--- src/rtl/execute_stage.sv ---
// Integer execute stage of the RV32IM pipeline: single-cycle ALU/multiply and a
// 32-step restoring divider, all feeding a registered EX/MEM output.
module execute_stage #(
  parameter int XLEN      = 32,
  parameter int DIV_ITERS = 32
) (
  input  logic            clk,
  input  logic            rst,
  input  logic            valid_in,
  input  logic [4:0]      op_in,
  input  logic [4:0]      rd_in,
  input  logic [XLEN-1:0] a_in,
  input  logic [XLEN-1:0] b_in,
  input  logic            stall_in,
  output logic            valid_out,
  output logic [4:0]      rd_out,
  output logic [XLEN-1:0] result_out,
  output logic            stall_out
);

  localparam int SHW = $clog2(XLEN);
  localparam int CW  = $clog2(DIV_ITERS + 1);

  typedef enum logic [4:0] {
    OP_ADD  = 5'd0,  OP_SUB  = 5'd1,  OP_SLL    = 5'd2,  OP_SLT   = 5'd3,
    OP_SLTU = 5'd4,  OP_XOR  = 5'd5,  OP_SRL    = 5'd6,  OP_SRA   = 5'd7,
    OP_OR   = 5'd8,  OP_AND  = 5'd9,  OP_MUL    = 5'd10, OP_MULH  = 5'd11,
    OP_MULHSU = 5'd12, OP_MULHU = 5'd13, OP_DIV = 5'd14, OP_DIVU  = 5'd15,
    OP_REM  = 5'd16, OP_REMU = 5'd17
  } op_e;

  typedef enum logic [1:0] {S_IDLE, S_BUSY, S_DONE} div_state_e;

  div_state_e      r_state;
  logic [CW-1:0]   r_count;
  logic [XLEN-1:0] r_quo;
  logic [XLEN-1:0] r_rem;
  logic [XLEN-1:0] r_dvs;
  logic            r_is_rem;
  logic            r_neg_q;
  logic            r_neg_r;
  logic [XLEN-1:0] r_div_result;

  logic            w_div_req;
  logic [SHW-1:0]  w_shamt;
  logic            w_mul_a_sgn;
  logic            w_mul_b_sgn;
  logic [2*XLEN-1:0] w_prod;
  logic [XLEN-1:0] w_alu_result;

  assign w_div_req = valid_in & (op_in >= OP_DIV) & (op_in <= OP_REMU);
  assign stall_out = stall_in | (w_div_req & (r_state != S_DONE));

  // One shared multiplier: sign-extend each operand per op, keep the low 2*XLEN bits.
  assign w_shamt     = b_in[SHW-1:0];
  assign w_mul_a_sgn = ((op_in == OP_MULH) | (op_in == OP_MULHSU)) & a_in[XLEN-1];
  assign w_mul_b_sgn = (op_in == OP_MULH) & b_in[XLEN-1];
  assign w_prod      = {{XLEN{w_mul_a_sgn}}, a_in} * {{XLEN{w_mul_b_sgn}}, b_in};

  always_comb begin
    // NOTE: default first so every path assigns the output and no latch is inferred.
    w_alu_result = '0;
    case (op_in)
      OP_ADD:    w_alu_result = a_in + b_in;
      OP_SUB:    w_alu_result = a_in - b_in;
      OP_SLL:    w_alu_result = a_in << w_shamt;
      OP_SLT:    w_alu_result = {{(XLEN-1){1'b0}}, $signed(a_in) < $signed(b_in)};
      OP_SLTU:   w_alu_result = {{(XLEN-1){1'b0}}, a_in < b_in};
      OP_XOR:    w_alu_result = a_in ^ b_in;
      OP_SRL:    w_alu_result = a_in >> w_shamt;
      OP_SRA:    w_alu_result = $signed(a_in) >>> w_shamt;
      OP_OR:     w_alu_result = a_in | b_in;
      OP_AND:    w_alu_result = a_in & b_in;
      OP_MUL:    w_alu_result = w_prod[XLEN-1:0];
      OP_MULH,
      OP_MULHSU,
      OP_MULHU:  w_alu_result = w_prod[2*XLEN-1:XLEN];
      default:   w_alu_result = '0;
    endcase
  end

  // Divide decode: REM/REMU have op bit 4 set, the unsigned variants have bit 0 set.
  logic            w_is_rem;
  logic            w_is_signed;
  logic            w_a_neg;
  logic            w_b_neg;
  logic [XLEN-1:0] w_abs_a;
  logic [XLEN-1:0] w_abs_b;
  logic            w_div_zero;
  logic            w_overflow;
  logic [XLEN-1:0] w_special_result;

  assign w_is_rem    = op_in[4];
  assign w_is_signed = ~op_in[0];
  assign w_a_neg     = w_is_signed & a_in[XLEN-1];
  assign w_b_neg     = w_is_signed & b_in[XLEN-1];
  assign w_abs_a     = w_a_neg ? -a_in : a_in;
  assign w_abs_b     = w_b_neg ? -b_in : b_in;
  assign w_div_zero  = (b_in == '0);
  assign w_overflow  = w_is_signed & (a_in == {1'b1, {(XLEN-1){1'b0}}}) & (&b_in);

  always_comb begin
    w_special_result = '0;
    if (w_div_zero) w_special_result = w_is_rem ? a_in : '1;
    else            w_special_result = w_is_rem ? '0   : a_in;
  end

  // Restoring step: shift the next dividend bit into the partial remainder, subtract if it fits.
  logic [XLEN:0]   w_rem_shift;
  logic [XLEN:0]   w_diff;
  logic            w_fits;
  logic [XLEN-1:0] w_quo_next;
  logic [XLEN-1:0] w_rem_next;
  logic [XLEN-1:0] w_div_final;

  assign w_rem_shift = {r_rem, r_quo[XLEN-1]};
  assign w_diff      = w_rem_shift - {1'b0, r_dvs};
  assign w_fits      = ~w_diff[XLEN];
  assign w_quo_next  = {r_quo[XLEN-2:0], w_fits};
  assign w_rem_next  = w_fits ? w_diff[XLEN-1:0] : w_rem_shift[XLEN-1:0];
  assign w_div_final = r_is_rem ? (r_neg_r ? -w_rem_next : w_rem_next)
                                : (r_neg_q ? -w_quo_next : w_quo_next);

  always_ff @(posedge clk or negedge rst) begin
    if (!rst) begin
      r_state      <= S_IDLE;
      r_count      <= '0;
      r_quo        <= '0;
      r_rem        <= '0;
      r_dvs        <= '0;
      r_is_rem     <= 1'b0;
      r_neg_q      <= 1'b0;
      r_neg_r      <= 1'b0;
      r_div_result <= '0;
    end else begin
      // NOTE: non-blocking assignments so every register here sees pre-edge values.
      case (r_state)
        S_IDLE: begin
          if (w_div_req) begin
            if (w_div_zero | w_overflow) begin
              r_div_result <= w_special_result;
              r_state      <= S_DONE;
            end else begin
              r_quo    <= w_abs_a;
              r_rem    <= '0;
              r_dvs    <= w_abs_b;
              r_is_rem <= w_is_rem;
              r_neg_q  <= w_a_neg ^ w_b_neg;
              r_neg_r  <= w_a_neg;
              r_count  <= CW'(DIV_ITERS);
              r_state  <= S_BUSY;
            end
          end
        end
        S_BUSY: begin
          r_quo   <= w_quo_next;
          r_rem   <= w_rem_next;
          r_count <= r_count - 1'b1;
          if (r_count == CW'(1)) begin
            r_div_result <= w_div_final;
            r_state      <= S_DONE;
          end
        end
        S_DONE: begin
          if (!stall_in) r_state <= S_IDLE;
        end
        default: r_state <= S_IDLE;
      endcase
    end
  end

  always_ff @(posedge clk or negedge rst) begin
    if (!rst) begin
      valid_out  <= 1'b0;
      rd_out     <= '0;
      result_out <= '0;
    end else if (!stall_in) begin
      if (w_div_req && r_state != S_DONE) begin
        valid_out <= 1'b0;
      end else begin
        valid_out  <= valid_in;
        rd_out     <= rd_in;
        result_out <= (r_state == S_DONE) ? r_div_result : w_alu_result;
      end
    end
  end

endmodule

--- config.mk ---
export PLATFORM = sky130hd
export DESIGN_NAME = execute_stage
export DESIGN_NICKNAME = d
export VERILOG_FILES = /design/src/rtl/execute_stage.sv
export SDC_FILE = /design/constraint.sdc
export NUM_CORES = 2
export LEC_CHECK = 0
export ABC_AREA = 1
export CAP_MARGIN = 20
export CORE_MARGIN = 5
export CORE_UTILIZATION = 30
export CTS_BUF_LIST = sky130_fd_sc_hd__clkbuf_2 sky130_fd_sc_hd__clkbuf_4 sky130_fd_sc_hd__clkbuf_8
export DETAILED_ROUTE_END_ITERATION = 8
export PLACE_DENSITY = 0.41
export SLEW_MARGIN = 40
export SYNTH_ARGS = -nofsm -noshare
export SYNTH_HDL_FRONTEND = slang
export SYNTH_SLANG_ARGS = --single-unit
export TNS_END_PERCENT = 100
--- constraint.sdc ---
create_clock -name clk -period 11.69 [get_ports clk]
set_clock_uncertainty 0.2 [all_clocks]
set_input_delay 2.338 -clock clk [delete_from_list [all_inputs] [get_ports clk]]
set_output_delay 2.338 -clock clk [all_outputs]
set_load 0.05 [all_outputs]
==> out/metrics.csv <==
stage,metric,value,unit
status,outcome,"complete, no violations",
hold_path,hp-class,reg2reg,
floorplan,die_area,0.215,sq mm
global_routing,grt_pass1_wl,429000,microns
hold_path,whs_path_depth,2,
routing,drt_iter0_markers,4514,
timing,final_hold_viol_count,0,
clocking,cts_resized,0,
worst_setup_path,reg2regPathDepth,33,
timing,finalCritPeriodShare,0.934,
floorplan,rows,166,
placement,dp_hpwl,248000,microns
worst_setup_path,regToRegStartpoint,r_quo[31]$_DFFE_PN0P_,
timing,slew_headroom,0.363,
routing,drc,0,
worst_setup_path,crit_path_end_kind,register,
worst_setup_path,cp_num_cells,38,
layout,finalNetCount,10195,
timing,layout_setup_ws,0.775,ns
worst_setup_path,cp_max_fo,6,
global_routing,grt_max_degree,88,
timing,rsz0062_at_grt,no,
layout,multi_input_area,0.0479,sq mm
timing,max_freq,91.6,MHz
routing,num_vias,57062,
floorplan,die_height,463,microns
yosys,ys_warn_count,0,
timing,min_period,10.92,ns
timing,tightest_slew,0.943,ns
routing,finalWirelength,293000,microns
clocking,ctsHoldBuffers,0,
clocking,cts_tree,built,
clocking,numCtsBuffers,17,
worst_setup_path,cp-startpoint,op_in[3],
global_routing,antenna_found_initial,20,
layout,fillers,22509,
clocking,cts.clk_slew.worst_paths,0.13,ns
worst_setup_path,worst-path-buf-inv,9,
global_routing,overflow,0,
global_routing,track_usage,0.271,
routing,firstDrtPassIters,8,
worst_setup_path,critPathMaxStageDelay,0.56,ns
worst_setup_path,critPathArrivalTime,11.24,ns
yosys,synth_edf_count,0,
floorplan,die_w,463,microns
clocking,clockBufferDepth,2,
timing,timing.final.max_slew_violations,0,
worst_setup_path,worstPathRequired,12.01,ns
floorplan,initial_utilization,0.301,
worst_setup_path,cp_top_family,adder cells,
hold_path,worstHoldStart,rd_out[0]$_DFFE_PN0P_,
yosys,synth_nets,10200,
clocking,numClockSinks,177,
global_routing,grt_pass1_vias,59898,
placement,dpl_worst_slack,0.266,ns
yosys,ys_ff_latch,177,
yosys,syn_area,0.0617,sq mm
placement,io_buffers,116,
yosys,avgSynthCellArea,7.13,sq um
placement,gp_congestion,0.993,
yosys,ys.flop_type,dfrtp_1,
layout,area_growth_syn_to_layout,8.86,%
routing,routedWlPerCell,25.8,microns
layout,final_layout_size_suffix_gt1_frac,0.0589,
floorplan,io_pins,117,
yosys,synth_cells,8646,
worst_setup_path,critPathKind,in2reg,
flow_run,drv_cap,0,
timing,tns,0,ns
clocking,cts_root_buf,clkbuf_8,
clocking,cts-htree-levels,4,
yosys,seq_area_frac_synth,0.0718,
clocking,clock_latency,0.58,ns
yosys,synthArstFlopShare,1.00,
worst_setup_path,start_kind,input pin,
worst_setup_path,cpMostUsedCell,nand2_1,
clocking,cts_setup_buffers,0,
timing,setup_viol,0,
routing,ant_nets,0,
yosys,synth_cell_types,66,
floorplan,core-area,0.205,sq mm
worst_setup_path,slowest_stage,fa_2,
routing,post_drt_via_cell_ratio,5.03,
layout,regArea,0.00443,sq mm
==> cells by family (layout without fill, tap and decap cells) <==
kind of cell,Yosys count,count (layout),synth area share
simple gates,3203,3203,0.211
buf+inv,2474,2482,0.152
fa+ha+maj,1504,1504,0.441
compound gates,1172,1172,0.107
flops,177,177,0.0718
xor+xnor,100,100,0.0142
mux,16,16,0.00260
other cells,0,6,0
==> cell type report <==
cell class | instances | area share
clock buffer | 18 | 0.00360
timing repair buffer | 407 | 0.0499
sequential | 177 | 0.0660
tap | 2688 | 0.0501
antenna | 6 | 0.000224
clock inverter | 14 | 0.00212
inverter | 2043 | 0.114
multi-input combinational | 5995 | 0.714
==> final timing paths <==
check / to / slack (ns)
hold reg to reg: rd_out[0]$_DFFE_PN0P_ / 0.29
hold / removal: rd_out[0]$_DFFE_PN0P_ / 0.29
max in group asynchronous: r_div_result[19]$_DFFE_PN0P_ / 7.90
min in group asynchronous: r_dvs[7]$_DFFE_PN0P_ / 1.57
setup reg to reg: r_div_result[26]$_DFFE_PN0P_ / 6.04
setup / recovery: result_out[21]$_DFFE_PN0P_ / 0.77
==> per-layer routing <==
metal  track usage  up-vias  wire length [microns]
li1              -    25953                      -
met1         0.373    29190                 132000
met2         0.450     1616                 136000
met3        0.0243      303                  12600
met4        0.0903        0                  12300
met5             0        -                      0
==> registers in the layout, summed over array words and instances (netlist names) <==
register / cells
r_count: 6
r_div_result: 32
r_dvs: 32
r_is_rem: 1
r_neg_q: 1
r_neg_r: 1
r_quo: 32
r_rem: 32
r_state: 2
rd_out: 5
result_out: 32
valid_out: 1
==> worst reg2reg max path: cells and delay by family, from the launching register on <==
family	cells	cell delay, ns
AND/OR/NAND/NOR	19	2.60
adder cells (fa/ha/maj)	3	0.93
buffers and inverters	6	0.73
AO/OA/AOI/OAI	5	0.71
flip-flops	1	0.40
==> cells in the final DEF (no fill, tap or decap), types with 10 or more instances in the layout <==
cell	n
o221ai_1	18
inv_1	2016
a22oi_1	10
clkinv_1	12
o2111ai_1	11
a21boi_0	18
xor2_1	74
clkbuf_8	18
nand2_2	33
o22ai_1	55
o21ai_0	431
nand2_1	2183
mux2i_1	16
a211oi_1	13
xnor2_1	26
o211ai_1	39
inv_2	15
buf_2	50
nand3b_1	11
maj3_1	28
clkdlybuf4s50_1	50
nor2_2	15
fa_1	1127
a221oi_1	12
buf_4	283
dfrtp_1	177
o21a_1	10
a31oi_1	30
nor3_1	67
ha_1	348
a21o_1	13
nor4_1	27
o21ai_1	21
nand3_1	263
nand4_1	57
a21oi_1	428
buf_12	19
o21bai_1	24
or2_2	27
nor2_1	484
==> metrics by stage <==
stage / util / instance area, sq um / cells / hold slack [ns]
2_1_floorplan: - / 61700 / 8646 / 0.249
3_3_place_gp: 0.325 / 66600 / 11306 / 0.265
3_5_place_dp: 0.326 / 66700 / 11309 / 0.267
4_1_cts: 0.328 / 67100 / 11341 / 0.297
5_1_grt: 0.328 / 67100 / 11344 / 0.312
6_report: 0.328 / 67100 / 11348 / 0.293
==> Yosys cell counts, drive strengths merged, types with 6 or more instances <==
| library cell | count | area share |
|---|---|---|
| nand3b | 11 | 0.0013 |
| fa | 1128 | 0.37 |
| o31ai | 8 | 0.00097 |
| o21bai | 24 | 0.0029 |
| xnor2 | 26 | 0.0037 |
| o21a | 10 | 0.0012 |
| ha | 348 | 0.071 |
| mux2i | 16 | 0.0026 |
| clkinv | 12 | 0.00073 |
| a311oi | 6 | 0.00085 |
| xor2 | 74 | 0.011 |
| o2111ai | 11 | 0.0016 |
| a31oi | 30 | 0.0030 |
| nand4 | 57 | 0.0058 |
| a22oi | 10 | 0.0012 |
| o211ai | 39 | 0.0047 |
| a21o | 13 | 0.0016 |
| a21oi | 432 | 0.035 |
| o21ai | 458 | 0.038 |
| clkbuf | 280 | 0.017 |
| nand3 | 266 | 0.022 |
| a211oi | 13 | 0.0016 |
| maj3 | 28 | 0.0045 |
| buf | 151 | 0.010 |
| and2 | 7 | 0.00071 |
| nor3 | 69 | 0.0058 |
| or2 | 28 | 0.0028 |
| o22ai | 55 | 0.0056 |
| nor4 | 30 | 0.0031 |
| dfrtp | 177 | 0.072 |
| a21boi | 18 | 0.0022 |
| nand2 | 2224 | 0.14 |
| inv | 2031 | 0.12 |
| a221oi | 12 | 0.0017 |
| and3 | 6 | 0.00061 |
| o221ai | 18 | 0.0026 |
| nor2 | 500 | 0.031 |
Power is left out: the tool's default activity adds up to more than one toggle a clock period on the data nets, which glitch-free logic cannot reach.
